<file path="config.mk">
export PLATFORM = sky130hd
export DESIGN_NAME = fsm_pulse_seq
export DESIGN_NICKNAME = d
export VERILOG_FILES = /design/src/rtl/fsm_pulse_seq.sv
export SDC_FILE = /design/constraint.sdc
export NUM_CORES = 1
export LEC_CHECK = 0
export ABC_CLOCK_PERIOD_IN_PS = 3000
export CAP_MARGIN = 20
export CORE_AREA = 2 2 78 95
export DETAILED_ROUTE_END_ITERATION = 12
export DIE_AREA = 0 0 80 97
export PLACE_DENSITY = 0.7
export SYNTH_ARGS = -nofsm -noshare
export SYNTH_HDL_FRONTEND = slang
export SYNTH_SLANG_ARGS = --single-unit
</file>
<file path="constraint.sdc">
create_clock -name clk -period 3 [get_ports clk]
set_clock_uncertainty 0.1 [all_clocks]
set_input_delay 0.6 -clock clk [delete_from_list [all_inputs] [get_ports clk]]
set_output_delay 0.6 -clock clk [all_outputs]
set_load 0.01 [all_outputs]
</file>
<file path="src/rtl/fsm_pulse_seq.sv">
// fsm_pulse_seq: pulse-train sequencer driving the stimulus line of a
// downstream level-sequenced FSM. Emits a programmed number of high/low
// periods with programmable phase lengths and reports progress/completion.
//
// Optional build macro: FSM_PULSE_SEQ_CHECK_EN
//   When defined, each falling edge of a_out_o opens an acknowledge window
//   of TIMEOUT cycles; an expired window sets the sticky err_o flag.
//   When undefined, ack_i is ignored and err_o is tied to 0.
//
// Ports:
//   clk         in   clock, rising edge
//   rst_n       in   synchronous active-low reset
//   start_i     in   run request, sampled in IDLE only
//   abort_i     in   stop the running sequence
//   hi_len_i    in   high-phase length (0 treated as 1), latched at start
//   lo_len_i    in   low-phase length (0 treated as 1), latched at start
//   periods_i   in   number of high+low periods, latched at start
//   ack_i       in   acknowledge from the driven block (check build only)
//   a_out_o     out  stimulus line
//   busy_o      out  sequence in progress
//   done_o      out  one-cycle completion pulse
//   err_o       out  sticky acknowledge-timeout flag
//   per_cnt_o   out  completed periods in current/last sequence
//
// state | meaning
// ------+---------------------------------------------
// IDLE  | waiting for start, a_out=0, busy=0
// HIGH  | driving a_out=1 for max(hi_len,1) cycles
// LOW   | driving a_out=0 for max(lo_len,1) cycles
// FIN   | done pulse, returns to IDLE

module fsm_pulse_seq #(
    parameter int CNT_W   = 8,
    parameter int NUM_W   = 4,
    parameter int TIMEOUT = 16
) (
    input  logic             clk,
    input  logic             rst_n,
    input  logic             start_i,
    input  logic             abort_i,
    input  logic [CNT_W-1:0] hi_len_i,
    input  logic [CNT_W-1:0] lo_len_i,
    input  logic [NUM_W-1:0] periods_i,
    input  logic             ack_i,
    output logic             a_out_o,
    output logic             busy_o,
    output logic             done_o,
    output logic             err_o,
    output logic [NUM_W-1:0] per_cnt_o
);

    typedef enum logic [1:0] {S_IDLE, S_HIGH, S_LOW, S_FIN} state_t;

    state_t           state_q;
    logic [CNT_W-1:0] cnt_q;
    logic [CNT_W-1:0] hi_q;
    logic [CNT_W-1:0] lo_q;
    logic [NUM_W-1:0] per_q;
    logic [NUM_W-1:0] per_cnt_q;
    logic [NUM_W-1:0] per_cnt_d;
    logic             a_out_q;
    logic             busy_q;
    logic             done_q;

    // Phase counter is loaded with length-1 and runs down to 0, so a
    // length of 0 behaves as 1 and the maximum length never wraps.
    function automatic logic [CNT_W-1:0] len_m1(input logic [CNT_W-1:0] len);
        return (len == '0) ? '0 : len - CNT_W'(1);
    endfunction

    assign per_cnt_d = per_cnt_q + NUM_W'(1);

    always_ff @(posedge clk) begin
        if (!rst_n) begin
            state_q   <= S_IDLE;
            cnt_q     <= '0;
            hi_q      <= '0;
            lo_q      <= '0;
            per_q     <= '0;
            per_cnt_q <= '0;
            a_out_q   <= 1'b0;
            busy_q    <= 1'b0;
            done_q    <= 1'b0;
        end else begin
            done_q <= 1'b0;
            case (state_q)
                S_IDLE: begin
                    if (start_i && !abort_i) begin
                        hi_q      <= hi_len_i;
                        lo_q      <= lo_len_i;
                        per_q     <= periods_i;
                        per_cnt_q <= '0;
                        cnt_q     <= len_m1(hi_len_i);
                        if (periods_i == '0) begin
                            state_q <= S_FIN;
                            done_q  <= 1'b1;
                        end else begin
                            state_q <= S_HIGH;
                            a_out_q <= 1'b1;
                            busy_q  <= 1'b1;
                        end
                    end
                end
                S_HIGH: begin
                    if (abort_i) begin
                        state_q <= S_IDLE;
                        a_out_q <= 1'b0;
                        busy_q  <= 1'b0;
                    end else if (cnt_q == '0) begin
                        state_q <= S_LOW;
                        a_out_q <= 1'b0;
                        cnt_q   <= len_m1(lo_q);
                    end else begin
                        cnt_q <= cnt_q - CNT_W'(1);
                    end
                end
                S_LOW: begin
                    if (abort_i) begin
                        state_q <= S_IDLE;
                        busy_q  <= 1'b0;
                    end else if (cnt_q == '0) begin
                        per_cnt_q <= per_cnt_d;
                        if (per_cnt_d == per_q) begin
                            state_q <= S_FIN;
                            busy_q  <= 1'b0;
                            done_q  <= 1'b1;
                        end else begin
                            state_q <= S_HIGH;
                            a_out_q <= 1'b1;
                            cnt_q   <= len_m1(hi_q);
                        end
                    end else begin
                        cnt_q <= cnt_q - CNT_W'(1);
                    end
                end
                S_FIN: begin
                    state_q <= S_IDLE;
                end
                default: begin
                    state_q <= S_IDLE;
                end
            endcase
        end
    end

    assign a_out_o   = a_out_q;
    assign busy_o    = busy_q;
    assign done_o    = done_q;
    assign per_cnt_o = per_cnt_q;

`ifdef FSM_PULSE_SEQ_CHECK_EN
    localparam int TW = (TIMEOUT < 1) ? 1 : $clog2(TIMEOUT + 1);

    logic          win_q;
    logic [TW-1:0] wcnt_q;
    logic          err_q;
    logic          fall_d;
    logic          start_acc_d;
    logic          abort_run_d;

    // a_out drops at the edge that ends the last HIGH cycle
    assign fall_d      = (state_q == S_HIGH) && !abort_i && (cnt_q == '0);
    assign start_acc_d = (state_q == S_IDLE) && start_i && !abort_i;
    assign abort_run_d = abort_i && ((state_q == S_HIGH) || (state_q == S_LOW));

    // The window survives FIN/IDLE; only an abort of a running sequence
    // cancels it. Expiry after the clear in the same edge wins.
    always_ff @(posedge clk) begin
        if (!rst_n) begin
            win_q  <= 1'b0;
            wcnt_q <= '0;
            err_q  <= 1'b0;
        end else begin
            if (start_acc_d) begin
                err_q <= 1'b0;
            end
            if (fall_d) begin
                win_q  <= 1'b1;
                wcnt_q <= TW'(TIMEOUT);
            end else if (abort_run_d) begin
                win_q <= 1'b0;
            end else if (win_q) begin
                if (ack_i) begin
                    win_q <= 1'b0;
                end else if (wcnt_q == '0) begin
                    win_q <= 1'b0;
                    err_q <= 1'b1;
                end else begin
                    wcnt_q <= wcnt_q - TW'(1);
                end
            end
        end
    end

    assign err_o = err_q;
`else
    localparam int unused_timeout = TIMEOUT;
    logic unused_ack;
    assign unused_ack = ack_i;
    assign err_o      = 1'b0;
`endif

endmodule

</file>
After elaboration in Yosys (flattened, before gate mapping)
Index checks and enable logic that the tools add are counted.

Register bits: 37. Latch bits: 0. Memory bits (writable): 0. Memory bits (read-only): 0. Input bits: 25. Output and inout port bits: 8. Word-level logic and storage cells: 86. Memories kept: 0.

$add $sub $neg: 5. Multipliers: 0. Divide/modulo/power cells: 0. Order comparisons: 0. Equal/unequal tests: 15. Shifts and indexed selects: 0. Muxes and demuxes: 41. Bitwise logic cells: 0. Reductions and logical operators: 16.

Operator list (count): $mux 8 (9); $logic_not 8->1 (4); $sub 8x1->8 const B (4); $pmux 8 s3 (1); $mux 1 (16); $mux 2 (7); $ne 2x2->1 const B (7); $mux 4 (3); $ne 3x3->1 const B (4); $pmux 2 s4 (1); $pmux 4 s2 (1); $reduce_and 7->1 (1); $pmux 1 s3 (2); $reduce_and 6->1 (1); $reduce_and 5->1 (1); $add 4x1->4 const B (1); $eq 2x2->1 const B (2); $eq 4x4->1 (1); $logic_not 4->1 (1); $reduce_and 4->1 (1); $reduce_and 3->1 (1); $reduce_bool 3->1 (1); $eq 2x1->1 const B (1); $logic_not 2->1 (1); 5 further kinds (5).

Logic depth before layout (Yosys ltp)
Gate-level depths: netlist (run 1).

Depth in word-level cells: 6. Depth in mapped cells: 9. Gate-level depth less buffers: 7.

Worst setup path before layout (run 1)
No wires, ideal clock.

Path type: reg2reg. Start: register cnt_q[0]. End: register cnt_q[4]. Setup time: 0.119 ns. Arrival: 1.957 ns. Required time: 2.781 ns. Setup slack: 0.825 ns. Stages on the path, launching flop included: 10. Buffers on the path: 2. Clock period less this slack: 2.175 ns. Path through: dfxtp_1 -> inv_1 -> ha_1 -> or4b_1 -> buf_6 -> nor2_8 -> nand4_4 -> and2_4 -> buf_6 -> o221a_1.

Cells in the longest elaborated chain, start to end: 4.

RTL lines: from (decl) (RTL line 55) `logic [CNT_W-1:0] cnt_q;`; from (signal assigned) (RTL line 93) `cnt_q <= len_m1(hi_len_i);`; from (signal assigned) (RTL line 112) `cnt_q <= len_m1(lo_q);`; from (signal assigned) (RTL line 114) `cnt_q <= cnt_q - CNT_W'(1);`; $sub 8x1->8 / $logic_not 8->1 (equally long branches); $mux 8, on equally long branches (RTL line 121, 109); $mux 8, on equally long branches (RTL line 118, 105); $pmux 8 s3 (RTL line 86) `case (state_q)`.

Several ways; a longest one is shown, not always the timed one. The select of a mux whose other input is x is not followed. A chain may end at the register's enable or synchronous reset.

Worst setup path in the final report (run 1)
Start: register cnt_q[0]. End: register cnt_q[1].

The elaborated chain is that of the path after synthesis.

==> flow_summary.html, run 1 <==
<table>
<tr><th>Metric</th><th>Value</th></tr>
<tr><th colspan="2">Status</th></tr>
<tr><td>Result of the run</td><td>finished, final reports clean</td></tr>
<tr><th colspan="2">Worst setup path</th></tr>
<tr><td>Crit-path leading delay family</td><td>simple AND/OR/NAND/NOR gates</td></tr>
<tr><td>Count of buffer and inverter cells on the critical path</td><td>1</td></tr>
<tr><td>Crit Path Class</td><td>flop to flop</td></tr>
<tr><td>Startpoint type of the worst setup path</td><td>flop</td></tr>
<tr><td>Type of element capturing the critical path</td><td>flop</td></tr>
<tr><td>Flop-to-flop setup slack</td><td>about 0.56 ns</td></tr>
<tr><td>Critical path required time</td><td>around 3.1 ns</td></tr>
<tr><td>Worst path slowest cell</td><td>or4b_1</td></tr>
<tr><td>Worst reg2reg path startpoint</td><td>cnt_q[0]</td></tr>
<tr><td>Worst setup startpoint</td><td>cnt_q[0]</td></tr>
<tr><td>Biggest fanout along the worst timing path</td><td>8</td></tr>
<tr><td>Arrival time of data at the critical path endpoint</td><td>~2.5 ns</td></tr>
<tr><td>Sequence of cells on the critical path</td><td>inv_1 -&gt; ha_1 -&gt; or4b_1 -&gt; or2_1 -&gt; nand2_1 -&gt; o311ai_1 -&gt; a311oi_1</td></tr>
<tr><td>Slowest cell delay on critical path</td><td>0.67 ns</td></tr>
<tr><th colspan="2">Route</th></tr>
<tr><td>DRC marker count from the first detailed-route iteration</td><td>approximately 180</td></tr>
<tr><td>DRC errors left</td><td>0</td></tr>
<tr><td>Length of routed wiring on met1</td><td>approximately 2900 microns</td></tr>
<tr><td>Vias</td><td>2496</td></tr>
<tr><td>Final WL</td><td>6630 microns</td></tr>
<tr><td>Wirelength per Cell</td><td>between 10 and 15 microns</td></tr>
<tr><td>Metal3 WL</td><td>265 microns</td></tr>
<tr><td>Via/cell ratio</td><td>approximately 5.6</td></tr>
<tr><td>Amount of wire on met2 after detailed routing</td><td>3380 microns</td></tr>
<tr><td>Detailed Routing Iterations Pass 1</td><td>4</td></tr>
<tr><td>Remaining antenna violation count</td><td>0</td></tr>
<tr><td>Highest routed layer</td><td>met4</td></tr>
<tr><th colspan="2">Clock network</th></tr>
<tr><td>Clk pin slew, worst setup/hold paths</td><td>approximately 0.080 ns</td></tr>
<tr><td>PostCTS Resize Cnt</td><td>0</td></tr>
<tr><td>Worst-skew pair later-pin latency</td><td>a little under 0.3 ns</td></tr>
<tr><td>Number of clock sinks</td><td>37</td></tr>
<tr><td>Number of buffers created by CTS</td><td>5</td></tr>
<tr><td>Number of hold buffers added after CTS</td><td>0</td></tr>
<tr><td>Bufs on Longest Clock Path</td><td>2</td></tr>
<tr><td>CTS H-tree depth</td><td>2</td></tr>
<tr><td>Cell at the root of the clock tree</td><td>clkbuf_8</td></tr>
<tr><td>CTS tree</td><td>done</td></tr>
<tr><td>Number of buffers added for setup after CTS</td><td>0</td></tr>
<tr><th colspan="2">Placed design</th></tr>
<tr><td>Area after detailed placement</td><td>between 0.002 and 0.003 sq mm</td></tr>
<tr><td>Total placed cells including tap cells</td><td>between 400 and 500</td></tr>
<tr><td>Last weighted congestion value of the routability-driven placer</td><td>0.871</td></tr>
<tr><td>Half-perimeter wire length after placement</td><td>between 5000 and 6000 microns</td></tr>
<tr><td>IO Port Bufs</td><td>30</td></tr>
<tr><th colspan="2">Global route</th></tr>
<tr><td>Overall overflow remaining after global route</td><td>0</td></tr>
<tr><td>Initial antenna violation count</td><td>0</td></tr>
<tr><td>GRT Resource Usage Total</td><td>17.6%</td></tr>
<tr><td>Largest net degree at the start of global routing</td><td>22</td></tr>
<tr><td>Wire length of the first global-routing pass</td><td>11100 microns</td></tr>
<tr><td>Vias in the first global route</td><td>between 2000 and 2500</td></tr>
<tr><th colspan="2">Floorplan</th></tr>
<tr><td>Die outline height</td><td>just under 100 microns</td></tr>
<tr><td>Die outline width</td><td>80 microns</td></tr>
<tr><td>Top-Level Pins</td><td>33</td></tr>
<tr><td>Core footprint</td><td>0.00677 sq mm</td></tr>
<tr><td>Std-Cell Rows</td><td>33</td></tr>
<tr><td>Initial cell density of the core</td><td>just under 40%</td></tr>
<tr><td>Total Die Area</td><td>0.00776 sq mm</td></tr>
<tr><th colspan="2">STA</th></tr>
<tr><td>Sum Neg Setup Slack</td><td>0 ns</td></tr>
<tr><td>Max Freq</td><td>411 MHz</td></tr>
<tr><td>Final hold violations</td><td>0</td></tr>
<tr><td>Setup repair after global routing missed its margin</td><td>false</td></tr>
<tr><td>Final cycle utilization of the critical path</td><td>about four fifths</td></tr>
<tr><td>Endpoints failing setup</td><td>0</td></tr>
<tr><td>Transition time of the tightest slew-check pin</td><td>about 0.59 ns</td></tr>
<tr><td>Final critical path time including I/O delays and setup</td><td>2.44 ns</td></tr>
<tr><td>Headroom to the max-slew limit</td><td>approximately three fifths</td></tr>
<tr><td>Final Slew Violations</td><td>0</td></tr>
<tr><th colspan="2">Final layout</th></tr>
<tr><td>Final antenna diode count</td><td>0</td></tr>
<tr><td>Number of nets in the final layout</td><td>slightly below 400</td></tr>
<tr><td>Post-layout utilization of the core</td><td>45.9%</td></tr>
<tr><td>Final instance area</td><td>between 0.003 and 0.004 sq mm</td></tr>
<tr><td>Area Growth Syn to Fin</td><td>18.7%</td></tr>
<tr><td>Count of non-filler cells in the finished layout</td><td>approximately 450</td></tr>
<tr><td>Share of cells above drive strength 1</td><td>under 10%</td></tr>
<tr><th colspan="2">Hold path</th></tr>
<tr><td>Origin of the worst min-delay path</td><td>per_q[1]</td></tr>
<tr><td>Class of the tightest hold or removal check</td><td>flop to flop</td></tr>
<tr><th colspan="2">Power and ir drop</th></tr>
<tr><td>Standby leakage power</td><td>1.18 nW</td></tr>
<tr><td>Maximum resistive drop on vdd</td><td>230 uV</td></tr>
<tr><td>Power Total</td><td>~1.8 mW</td></tr>
<tr><td>Pwr per Cell Area</td><td>between 500 and 600 mW/mm^2</td></tr>
<tr><th colspan="2">Yosys</th></tr>
<tr><td>Synthesized cell area</td><td>roughly 0.0026 sq mm</td></tr>
<tr><td>Synthesized instance count</td><td>between 300 and 400</td></tr>
<tr><td>Prevailing post-synth register cell</td><td>dfxtp_1</td></tr>
<tr><td>Yosys warning count</td><td>0</td></tr>
<tr><td>Flip-flop and latch count after synthesis</td><td>37</td></tr>
<tr><td>Asr flop ratio synth</td><td>0%</td></tr>
<tr><td>Sequential area share after synthesis</td><td>between 20 and 30%</td></tr>
<tr><td>Mean post-synth cell area</td><td>7.81 sq um</td></tr>
<tr><td>Distinct cell type count after synthesis</td><td>62</td></tr>
<tr><td>Number of enable-type register cells in the synthesized netlist</td><td>0</td></tr>
<tr><td>Net count after synthesis</td><td>371</td></tr>
<tr><th colspan="2">Run</th></tr>
<tr><td>Max-capacitance violation count</td><td>0</td></tr>
</table>
-- final cells by class --
type / instances / area (sq um)
Clock buffer: 5 / 68.8
Clock inverter: 3 / 46.3
Fill cell: 716 / 3670
Inverter: 18 / 67.6
Multi-Input combinational cell: 261 / 1710
Sequential cell: 37 / 741
Tap cell: 87 / 109
Timing Repair Buffer: 38 / 360
-- layer usage --
metal / vias to the layer above / global-route usage [%]
met5: - / 0
met4: 0 / 6.13
met3: 10 / 2.71
met2: 58 / 29.7
met1: 1166 / 22.4
li1: 1262 / -
-- final timing paths --
check,endpoint,cells past startpoint
worst max-delay path,cnt_q[1],7
worst min-delay path,per_q[1],2
worst max register to register,cnt_q[1],7
worst min register to register,per_q[1],2
-- cell families after synthesis --
| logic type | Yosys count | synth area share, % |
|---|---|---|
| and+or+nand+nor | 132 | 26.2 |
| xor gates and xnor gates | 16 | 6.22 |
| DFF | 37 | 28.3 |
| muxes | 5 | 1.91 |
| adders and majority gates | 11 | 5.26 |
| AOI/OAI and AO/OA | 96 | 25.8 |
| buffers and inverters | 37 | 6.22 |
| other | 1 | 0.143 |
-- Yosys cell counts, types with 3 or more instances --
cell / n / area share [%]
and2_1: 4 / 0.96
nand2_1: 57 / 8.2
and3_1: 3 / 0.72
nand2b_1: 5 / 1.2
o221a_1: 4 / 1.7
inv_1: 17 / 2.4
clkbuf_1: 12 / 1.7
a311oi_1: 4 / 1.3
a221oi_1: 5 / 1.7
mux2i_1: 5 / 1.9
xnor2_1: 7 / 2.3
a211o_1: 3 / 1.0
nor2_1: 22 / 3.2
a21oi_1: 37 / 7.1
nor2b_1: 3 / 0.72
nand3_1: 5 / 0.96
or4_1: 4 / 1.1
a211oi_1: 4 / 1.1
o31ai_1: 3 / 0.86
ha_1: 11 / 5.3
buf_2: 4 / 0.77
or3_1: 3 / 0.72
xor2_1: 7 / 2.3
o211ai_1: 7 / 2.0
nor3_1: 6 / 1.1
o311a_1: 3 / 1.1
nor3b_1: 4 / 1.1
dfxtp_1: 37 / 28
o21ai_0: 8 / 1.5
-- stage by stage --
| stage | hold WS (ns) | setup slack, ns |
|---|---|---|
| after floorplan | 0.337 | 0.825 |
| after global placement | 0.355 | 0.355 |
| after detailed placement | 0.361 | 0.320 |
| after CTS | 0.373 | 0.559 |
| after global routing | 0.386 | 0.409 |
| final | 0.372 | 0.564 |
-- registers in the layout, indices dropped and copies added (netlist names) --
name,count
cnt_q,8
hi_q,8
lo_q,8
per_cnt_o,4
per_q,4
state_q,2
a_out_o,1
busy_o,1
done_o,1
-- power breakdown --
group          internal [mW]  leakage (nW)  switching [mW]
registers              0.549         0.303          0.0655
clock network          0.249        0.0543           0.193
logic                  0.304         0.819           0.425
total                   1.10          1.18           0.683
-- cell usage in the layout, fill, tap and decap left out, types with 3 or more instances in the layout --
cell type        count
nand2_1             57
a21oi_1             37
dfxtp_1             37
clkdlybuf4s50_1     30
nor2_1              22
inv_1               17
ha_1                11
o21ai_0              8
buf_4                8
o211ai_1             7
xnor2_1              7
xor2_1               7
nor3_1               6
mux2i_1              5
nand3_1              5
nand2b_1             5
a221oi_1             5
clkbuf_8             5
nor3b_1              4
or4_1                4
and2_1               4
o221a_1              4
a211oi_1             4
a311oi_1             4
nor2b_1              3
or3_1                3
and3_1               3
o31ai_1              3
a211o_1              3
o311a_1              3
-- tightest hold or removal path: cells and delay by family (launching register included) --
kind / cells / cell delay (ns)
flops: 1 / 0.32
simple gates: 1 / 0.05
compound gates: 1 / 0.05
(Power assumes the default switching activity.)
==> inputs of run 2 (changes only) <==
--- a/config.mk
+++ b/config.mk
@@ -5,12 +5,12 @@
 export SDC_FILE = /design/constraint.sdc
 export NUM_CORES = 1
 export LEC_CHECK = 0
-export ABC_CLOCK_PERIOD_IN_PS = 3000
+export ABC_CLOCK_PERIOD_IN_PS = 2100
 export CAP_MARGIN = 20
 export CORE_AREA = 2 2 78 95
 export DETAILED_ROUTE_END_ITERATION = 12
 export DIE_AREA = 0 0 80 97
-export PLACE_DENSITY = 0.7
+export PLACE_DENSITY = 0.72
 export SYNTH_ARGS = -nofsm -noshare
 export SYNTH_HDL_FRONTEND = slang
 export SYNTH_SLANG_ARGS = --single-unit
==> constraint.sdc (replaced) <==
create_clock -name clk -period 2.1 [get_ports clk]
set_clock_uncertainty 0.1 [all_clocks]
set_input_delay 0.42 -clock clk [delete_from_list [all_inputs] [get_ports clk]]
set_output_delay 0.42 -clock clk [all_outputs]
set_load 0.01 [all_outputs]
==> run 2 against run 1 <==
  * Setup slack got worse by 0.56 ns
  * Critical endpoint is now state_q[1]
  * Total power increased by 67%
  * First-iteration DRC count rose by 9.7%
  * Combinational power increased by 98%
  * Routed wire length rose by 13%
  * Cell count rose by 8.9%
  * Clock power rose by 51%
  * Design area grew 15%
  * Via count up 11%
  * Non-clock buffer count increased by 40
==> flow_summary.html, run 2 (same netlist as run 1, synthesis figures left out) <==
<table>
<tr><th>Metric</th><th>Value</th></tr>
<tr><th colspan="2">Worst setup path</th></tr>
<tr><td>Flop-to-flop setup slack</td><td>0.004 ns (-0.56 ns)</td></tr>
<tr><td>Startpoint type of the worst setup path</td><td>flop</td></tr>
<tr><td>Biggest fanout along the worst timing path</td><td>7 (-1)</td></tr>
<tr><td>Critical path required time</td><td>2.19 ns (-0.91 ns)</td></tr>
<tr><td>Crit Path Class</td><td>flop to flop</td></tr>
<tr><td>Timing endpoint of the critical path</td><td>state_q[1]</td></tr>
<tr><td>Worst R2R End</td><td>state_q[1]</td></tr>
<tr><td>Worst reg2reg path startpoint</td><td>cnt_q[0]</td></tr>
<tr><td>Arrival time of data at the critical path endpoint</td><td>2.19 ns (-0.34 ns)</td></tr>
<tr><td>Logic depth of the worst register-to-register path</td><td>7 (unchanged)</td></tr>
<tr><td>Worst setup startpoint</td><td>cnt_q[0]</td></tr>
<tr><td>Type of element capturing the critical path</td><td>flop</td></tr>
<tr><th colspan="2">Route</th></tr>
<tr><td>Final WL</td><td>7490 microns (+13%)</td></tr>
<tr><td>Amount of wire on met2 after detailed routing</td><td>3930 microns (+16%)</td></tr>
<tr><td>Highest routed layer</td><td>met4</td></tr>
<tr><td>Vias</td><td>2765 (+11%)</td></tr>
<tr><td>Remaining antenna violation count</td><td>0 (unchanged)</td></tr>
<tr><td>DRC errors left</td><td>0 (unchanged)</td></tr>
<tr><td>Detailed Routing Iterations Pass 1</td><td>5 (+1)</td></tr>
<tr><td>Wirelength per Cell</td><td>15.3 microns (+3.7%)</td></tr>
<tr><td>Via/cell ratio</td><td>5.65 (+1.7%)</td></tr>
<tr><td>Metal3 WL</td><td>359 microns (+35%)</td></tr>
<tr><td>DRC marker count from the first detailed-route iteration</td><td>192 (+9.7%)</td></tr>
<tr><td>Length of routed wiring on met1</td><td>2960 microns (+2.9%)</td></tr>
<tr><th colspan="2">Global route</th></tr>
<tr><td>Largest net degree at the start of global routing</td><td>21 (-4.5%)</td></tr>
<tr><td>Overall overflow remaining after global route</td><td>0 (unchanged)</td></tr>
<tr><td>Wire length of the first global-routing pass</td><td>11600 microns (+5.0%)</td></tr>
<tr><td>Initial antenna violation count</td><td>0 (unchanged)</td></tr>
<tr><td>Vias in the first global route</td><td>2558 (+6.1%)</td></tr>
<tr><td>GRT Resource Usage Total</td><td>18.3% (+0.73 points)</td></tr>
<tr><th colspan="2">STA</th></tr>
<tr><td>Final Slew Violations</td><td>0 (unchanged)</td></tr>
<tr><td>Endpoints failing setup</td><td>0 (unchanged)</td></tr>
<tr><td>Final critical path time including I/O delays and setup</td><td>2.10 ns (-0.339 ns)</td></tr>
<tr><td>Max Freq</td><td>477 MHz (+16%)</td></tr>
<tr><td>Final hold violations</td><td>0 (unchanged)</td></tr>
<tr><td>Worst hold slack</td><td>0.379 ns (+0.00693 ns)</td></tr>
<tr><td>Setup repair after global routing missed its margin</td><td>true</td></tr>
<tr><td>Final cycle utilization of the critical path</td><td>99.8% (+19 points)</td></tr>
<tr><td>Sum Neg Setup Slack</td><td>0 ns (unchanged)</td></tr>
<tr><th colspan="2">Placed design</th></tr>
<tr><td>Half-perimeter wire length after placement</td><td>5450 microns (+8.5%)</td></tr>
<tr><td>IO Port Bufs</td><td>30 (unchanged)</td></tr>
<tr><td>Last weighted congestion value of the routability-driven placer</td><td>0.901 (+3.4%)</td></tr>
<tr><td>Area after detailed placement</td><td>0.00330 sq mm (+10%)</td></tr>
<tr><th colspan="2">Floorplan</th></tr>
<tr><td>Die outline width</td><td>80 microns (unchanged)</td></tr>
<tr><td>Total Die Area</td><td>0.00776 sq mm (unchanged)</td></tr>
<tr><td>Initial cell density of the core</td><td>38.6% (unchanged)</td></tr>
<tr><td>Top-Level Pins</td><td>33 (unchanged)</td></tr>
<tr><td>Core footprint</td><td>0.00677 sq mm (unchanged)</td></tr>
<tr><td>Die outline height</td><td>97 microns (unchanged)</td></tr>
<tr><td>Std-Cell Rows</td><td>33 (unchanged)</td></tr>
<tr><th colspan="2">Final layout</th></tr>
<tr><td>Most common cell after layout, fill and taps aside</td><td>nand2_1</td></tr>
<tr><td>Post-layout utilization of the core</td><td>52.9% (+7.1 points)</td></tr>
<tr><td>Number of nets in the final layout</td><td>437 (+10%)</td></tr>
<tr><td>Final instance area</td><td>0.00358 sq mm (+15%)</td></tr>
<tr><td>Most used cells in the layout excluding fill and tap cells</td><td>55 x nand2_1, 48 x buf_4, 35 x a21oi_1</td></tr>
<tr><td>Final antenna diode count</td><td>0 (unchanged)</td></tr>
<tr><td>Area Growth Syn to Fin</td><td>37.0%</td></tr>
<tr><td>Fillers</td><td>621 (-13%)</td></tr>
<tr><td>Share of cells above drive strength 1</td><td>23.6% (+16 points)</td></tr>
<tr><td>Biggest regs</td><td>cnt_q x8, hi_q x8, lo_q x8</td></tr>
<tr><th colspan="2">Power and ir drop</th></tr>
<tr><td>Pwr per Cell Area</td><td>831 mW/mm^2 (+45%)</td></tr>
<tr><td>Power Total</td><td>2.98 mW (+67%)</td></tr>
<tr><td>Maximum resistive drop on vdd</td><td>510 uV (+120%)</td></tr>
<tr><td>Standby leakage power</td><td>1.40 nW (+19%)</td></tr>
<tr><th colspan="2">Clock network</th></tr>
<tr><td>Cell at the root of the clock tree</td><td>clkbuf_8</td></tr>
<tr><td>Clk pin slew, worst setup/hold paths</td><td>0.08 ns (about the same)</td></tr>
<tr><td>Number of buffers created by CTS</td><td>5 (unchanged)</td></tr>
<tr><td>CTS H-tree depth</td><td>2 (unchanged)</td></tr>
<tr><td>Worst-skew pair later-pin latency</td><td>0.29 ns (about the same)</td></tr>
<tr><td>Number of hold buffers added after CTS</td><td>0 (unchanged)</td></tr>
<tr><td>CTS tree</td><td>done</td></tr>
<tr><td>Number of clock sinks</td><td>37 (unchanged)</td></tr>
<tr><td>Bufs on Longest Clock Path</td><td>2 (unchanged)</td></tr>
<tr><th colspan="2">Hold path</th></tr>
<tr><td>Class of the tightest hold or removal check</td><td>flop to flop</td></tr>
<tr><th colspan="2">Status</th></tr>
<tr><td>Result of the run</td><td>finished, final reports clean</td></tr>
<tr><th colspan="2">Run</th></tr>
<tr><td>Max-capacitance violation count</td><td>0 (unchanged)</td></tr>
</table>
## run 2: changes by cell type in the layout (fill, tap and decap cells not counted), moves of 3 or more
cell,previous run,this run
buf_4,8,48
dfxtp_1,37,34
dfxtp_2,0,3
ha_1,11,8
o21ai_0,8,5
## run 2: worst min path at each step
stage | from | endpoint | slack, ns | cells past startpoint
4_1_cts | per_q[1] | per_q[1] | 0.38 | 2
3_3_place_gp | per_q[1] | per_q[1] | 0.36 | 2
5_1_grt | per_q[3] | per_q[3] | 0.41 | 2
2_1_floorplan | per_q[2] | per_q[2] | 0.34 | 2
3_5_place_dp | per_q[1] | per_q[1] | 0.37 | 2
6_report | per_q[1] | per_q[1] | 0.38 | 2
## run 2: final cells by class
| type | count | area (sq um) | share of cell area (%) |
|---|---|---|---|
| clock buffer | 6 | 82.6 | 2.30 |
| tap | 87 | 109 | 3.04 |
| sequential | 37 | 744 | 20.8 |
| timing repair buffer | 78 | 661 | 18.4 |
| multi-input combinational | 261 | 1880 | 52.5 |
| clock inverter | 2 | 37.5 | 1.05 |
| inverter | 18 | 67.6 | 1.88 |
## run 2: what timing repair did
action / CTS / global route
buffers inserted: 0 / 2
endpoints found under the setup margin: 8 / 12
resized for setup: 4 / 27
endpoints found under the hold margin: 0 / 0
pin swaps: 0 / 13
## run 2: critical path: stages (launching register included)
cell and delay (ns):
dfxtp_2 0.33, inv_2 0.07, ha_4 0.13, or4b_4 0.55, or2_4 0.36, nand2b_1 0.11
a21oi_2 0.06, o311a_1 0.28
## run 2: layer usage
layer | vias to the layer above | global-route usage (%)
met5 | - | 0
met4 | 0 | 6.65
met3 | 24 | 2.61
met2 | 112 | 32.0
met1 | 1283 | 22.4
li1 | 1346 | -
## run 2: per-stage QoR
stage,std cells,worst slack (ns)
final,489,0.00358
after detailed placement,479,-0.257
after CTS,487,0.00166
after global placement,479,-0.211
after global routing,489,-0.0922
after floorplan,335,0.0202
## run 2: where the power goes
group / internal [mW] / total, mW / switching [mW] / leakage (nW)
Sequential: 0.786 / 0.877 / 0.0907 / 0.304
Clock: 0.386 / 0.665 / 0.279 / 0.0574
Combinational: 0.663 / 1.44 / 0.772 / 1.04
Total: 1.84 / 2.98 / 1.14 / 1.40
==> inputs of run 3 (changes only) <==
--- a/config.mk
+++ b/config.mk
@@ -7,10 +7,10 @@
 export LEC_CHECK = 0
 export ABC_CLOCK_PERIOD_IN_PS = 2100
 export CAP_MARGIN = 20
-export CORE_AREA = 2 2 78 95
+export CORE_AREA = 2 2 76 93
 export DETAILED_ROUTE_END_ITERATION = 12
-export DIE_AREA = 0 0 80 97
-export PLACE_DENSITY = 0.72
+export DIE_AREA = 0 0 78 95
+export PLACE_DENSITY = 0.74
 export SYNTH_ARGS = -nofsm -noshare
 export SYNTH_HDL_FRONTEND = slang
 export SYNTH_SLANG_ARGS = --single-unit
==> run 3 against run 2 <==
  * The run now ends with negative setup slack left
  * Sequential share of layout area increased by 0.76 points
  * Count of clock-buffer cells in the layout unchanged
  * Maximum frequency decreased by 0.85%
  * Total power decreased by 9.3%
  * Cell count unchanged
  * Register-to-register slack got worse by 0.02 ns
  * Clock power decreased by 27%
  * Core utilization decreased by 0.42 points
  * Largest cell class unchanged
  * Global-route usage increased by 1.1 points
  * Flip-flop and latch count unchanged
  * Routed wire length decreased by 7.2%
==> flow_summary.html, run 3 (same netlist as run 1, synthesis figures left out) <==
<table>
<tr><th>Metric</th><th>Value</th></tr>
<tr><th colspan="2">Status</th></tr>
<tr><td>Result of the run</td><td>complete, but fails checks</td></tr>
<tr><td>Violations in the final reports</td><td>negative setup slack</td></tr>
<tr><th colspan="2">Worst setup path</th></tr>
<tr><td>Logic depth of the worst register-to-register path</td><td>7 (unchanged)</td></tr>
<tr><td>Critical path required time</td><td>2.18 ns (about the same)</td></tr>
<tr><td>Count of buffer and inverter cells on the critical path</td><td>1 (unchanged)</td></tr>
<tr><td>Crit Path Class</td><td>flop to flop</td></tr>
<tr><td>Type of element capturing the critical path</td><td>flop</td></tr>
<tr><td>Startpoint type of the worst setup path</td><td>flop</td></tr>
<tr><td>Worst path slowest cell</td><td>or4b_4</td></tr>
<tr><td>Biggest fanout along the worst timing path</td><td>6 (-1)</td></tr>
<tr><td>Worst setup startpoint</td><td>cnt_q[1]</td></tr>
<tr><td>Arrival time of data at the critical path endpoint</td><td>2.19 ns (about the same)</td></tr>
<tr><td>Instance count on the critical path</td><td>7 (unchanged)</td></tr>
<tr><td>Worst reg2reg path startpoint</td><td>cnt_q[1]</td></tr>
<tr><td>Sequence of cells on the critical path</td><td>inv_2 -&gt; ha_4 -&gt; or4b_4 -&gt; a2bb2oi_4 -&gt; a311oi_2 -&gt; a21oi_1 -&gt; o221a_1</td></tr>
<tr><td>Worst R2R End</td><td>cnt_q[7]</td></tr>
<tr><td>Crit-path leading delay family</td><td>compound AO/OA/AOI/OAI gates</td></tr>
<tr><td>Slowest cell delay on critical path</td><td>0.52 ns (-0.03 ns)</td></tr>
<tr><td>Flop-to-flop setup slack</td><td>-0.01 ns (-0.02 ns)</td></tr>
<tr><th colspan="2">Placed design</th></tr>
<tr><td>Half-perimeter wire length after placement</td><td>5370 microns (-1.3%)</td></tr>
<tr><td>Worst Setup Slack post-DPL</td><td>-0.226 ns (+0.0305 ns)</td></tr>
<tr><td>IO Port Bufs</td><td>30 (unchanged)</td></tr>
<tr><td>Last weighted congestion value of the routability-driven placer</td><td>0.908 (+0.82%)</td></tr>
<tr><th colspan="2">Clock network</th></tr>
<tr><td>Cell at the root of the clock tree</td><td>clkbuf_8</td></tr>
<tr><td>Bufs on Longest Clock Path</td><td>2 (unchanged)</td></tr>
<tr><td>Worst-skew pair later-pin latency</td><td>0.29 ns (about the same)</td></tr>
<tr><td>CTS tree</td><td>done</td></tr>
<tr><td>CTS H-tree depth</td><td>2 (unchanged)</td></tr>
<tr><td>Number of clock sinks</td><td>37 (unchanged)</td></tr>
<tr><td>Clk pin slew, worst setup/hold paths</td><td>0.08 ns (about the same)</td></tr>
<tr><td>Number of hold buffers added after CTS</td><td>0 (unchanged)</td></tr>
<tr><td>Number of buffers created by CTS</td><td>5 (unchanged)</td></tr>
<tr><th colspan="2">Floorplan</th></tr>
<tr><td>Core footprint</td><td>0.00661 sq mm (-2.4%)</td></tr>
<tr><td>Std-Cell Rows</td><td>33 (unchanged)</td></tr>
<tr><td>Die outline height</td><td>95 microns (-2.1%)</td></tr>
<tr><td>Total Die Area</td><td>0.00741 sq mm (-4.5%)</td></tr>
<tr><td>Top-Level Pins</td><td>33 (unchanged)</td></tr>
<tr><td>Initial cell density of the core</td><td>39.6% (+0.97 points)</td></tr>
<tr><td>Die outline width</td><td>78 microns (-2.5%)</td></tr>
<tr><th colspan="2">STA</th></tr>
<tr><td>Max Freq</td><td>473 MHz (-0.85%)</td></tr>
<tr><td>Setup repair after global routing missed its margin</td><td>true</td></tr>
<tr><td>Worst Setup Slack, final</td><td>-0.0145 ns (-0.0180 ns)</td></tr>
<tr><td>Final hold violations</td><td>0 (unchanged)</td></tr>
<tr><td>Final cycle utilization of the critical path</td><td>101% (+0.86 points)</td></tr>
<tr><td>Endpoints failing setup</td><td>3 (+3)</td></tr>
<tr><td>Sum Neg Setup Slack</td><td>-0.0267 ns (-0.0267 ns)</td></tr>
<tr><td>Final critical path time including I/O delays and setup</td><td>2.11 ns (+0.0180 ns)</td></tr>
<tr><td>Final Slew Violations</td><td>0 (unchanged)</td></tr>
<tr><th colspan="2">Hold path</th></tr>
<tr><td>Capture endpoint of the worst hold path</td><td>per_q[1]</td></tr>
<tr><td>Origin of the worst min-delay path</td><td>per_q[1]</td></tr>
<tr><td>Cell count of the worst hold path</td><td>2 (unchanged)</td></tr>
<tr><td>Class of the tightest hold or removal check</td><td>flop to flop</td></tr>
<tr><th colspan="2">Global route</th></tr>
<tr><td>Wire length of the first global-routing pass</td><td>11600 microns (-0.30%)</td></tr>
<tr><td>Initial antenna violation count</td><td>0 (unchanged)</td></tr>
<tr><td>GRT Resource Usage Total</td><td>19.4% (+1.1 points)</td></tr>
<tr><td>Overall overflow remaining after global route</td><td>0 (unchanged)</td></tr>
<tr><td>Vias in the first global route</td><td>2580 (+0.86%)</td></tr>
<tr><td>Largest net degree at the start of global routing</td><td>21 (unchanged)</td></tr>
<tr><th colspan="2">Route</th></tr>
<tr><td>DRC marker count from the first detailed-route iteration</td><td>218 (+14%)</td></tr>
<tr><td>Detailed Routing Iterations Pass 1</td><td>4 (-1)</td></tr>
<tr><td>Via/cell ratio</td><td>5.52 (-2.4%)</td></tr>
<tr><td>Vias</td><td>2700 (-2.4%)</td></tr>
<tr><td>Wirelength per Cell</td><td>14.2 microns (-7.2%)</td></tr>
<tr><td>Final WL</td><td>6960 microns (-7.2%)</td></tr>
<tr><td>DRC errors left</td><td>0 (unchanged)</td></tr>
<tr><td>Remaining antenna violation count</td><td>0 (unchanged)</td></tr>
<tr><th colspan="2">Run</th></tr>
<tr><td>Max-capacitance violation count</td><td>0 (unchanged)</td></tr>
<tr><th colspan="2">Final layout</th></tr>
<tr><td>Number of nets in the final layout</td><td>437 (unchanged)</td></tr>
<tr><td>Most used cells in the layout excluding fill and tap cells</td><td>57 x nand2_1, 46 x buf_4, 35 x a21oi_1</td></tr>
<tr><td>Biggest regs</td><td>cnt_q x8, hi_q x8, lo_q x8</td></tr>
<tr><td>Area Growth Syn to Fin</td><td>32.6%</td></tr>
<tr><td>Most common cell after layout, fill and taps aside</td><td>nand2_1</td></tr>
<tr><td>Final antenna diode count</td><td>0 (unchanged)</td></tr>
<tr><td>Share of cells above drive strength 1</td><td>21.4% (-2.2 points)</td></tr>
<tr><td>Fillers</td><td>627 (+0.97%)</td></tr>
<tr><th colspan="2">Power and ir drop</th></tr>
<tr><td>Maximum resistive drop on vdd</td><td>400 uV (-22%)</td></tr>
<tr><td>Standby leakage power</td><td>1.38 nW (-1.6%)</td></tr>
<tr><td>Power Total</td><td>2.70 mW (-9.3%)</td></tr>
<tr><td>Pwr per Cell Area</td><td>778 mW/mm^2 (-6.3%)</td></tr>
</table>
## run 3: what timing repair did
item	4_1_cts	5_1_grt
setup endpoints to repair	11	15
buffers inserted	1	3
resized for setup	8	11
pin swaps	1	7
## run 3: per-layer routing
metal	vias up	share of wire (%)	GRT usage (%)
met5	-	0	0
met4	0	3.4	9.50
met3	19	4.1	3.25
met2	74	50	33.7
met1	1264	42	23.1
li1	1343	-	-
## run 3: worst max path at each step
stage,slack (ns),to
2_1_floorplan,0.02,cnt_q[4]
3_5_place_dp,-0.23,busy_o
3_3_place_gp,-0.18,cnt_q[2]
6_report,-0.01,cnt_q[7]
4_1_cts,-0.0009,state_q[1]
5_1_grt,-0.08,cnt_q[6]
## run 3: layout make-up
class	instances	area [sq um]	share of cell area [%]
multi-input combinational	261	1800	51.7
sequential	37	747	21.5
timing repair buffer	78	668	19.3
tap	87	109	3.14
clock buffer	6	72.6	2.09
inverter	18	67.6	1.95
clock inverter	2	10.0	0.288
## run 3: power breakdown
group | total (mW) | internal (mW) | leakage (nW) | switching (mW)
sequential | 0.871 | 0.788 | 0.305 | 0.0830
clock | 0.488 | 0.230 | 0.0450 | 0.257
combinational | 1.34 | 0.636 | 1.03 | 0.706
total | 2.70 | 1.65 | 1.38 | 1.05
## run 3: metrics by stage
stage	hold WS [ns]	util, %	cell area, sq um	std cells
6_report	0.371	52.5	3470	489
5_1_grt	0.403	52.5	3470	489
4_1_cts	0.370	51.7	3410	486
3_5_place_dp	0.360	49.8	3290	477
3_3_place_gp	0.359	49.8	3290	477
2_1_floorplan	0.337	-	2650	335
## run 3: tightest hold or removal path, delay by kind of cell (launching register included)
family,cells,cell delay (ns)
flops,1,0.32
simple gates,1,0.05
compound gates,1,0.05
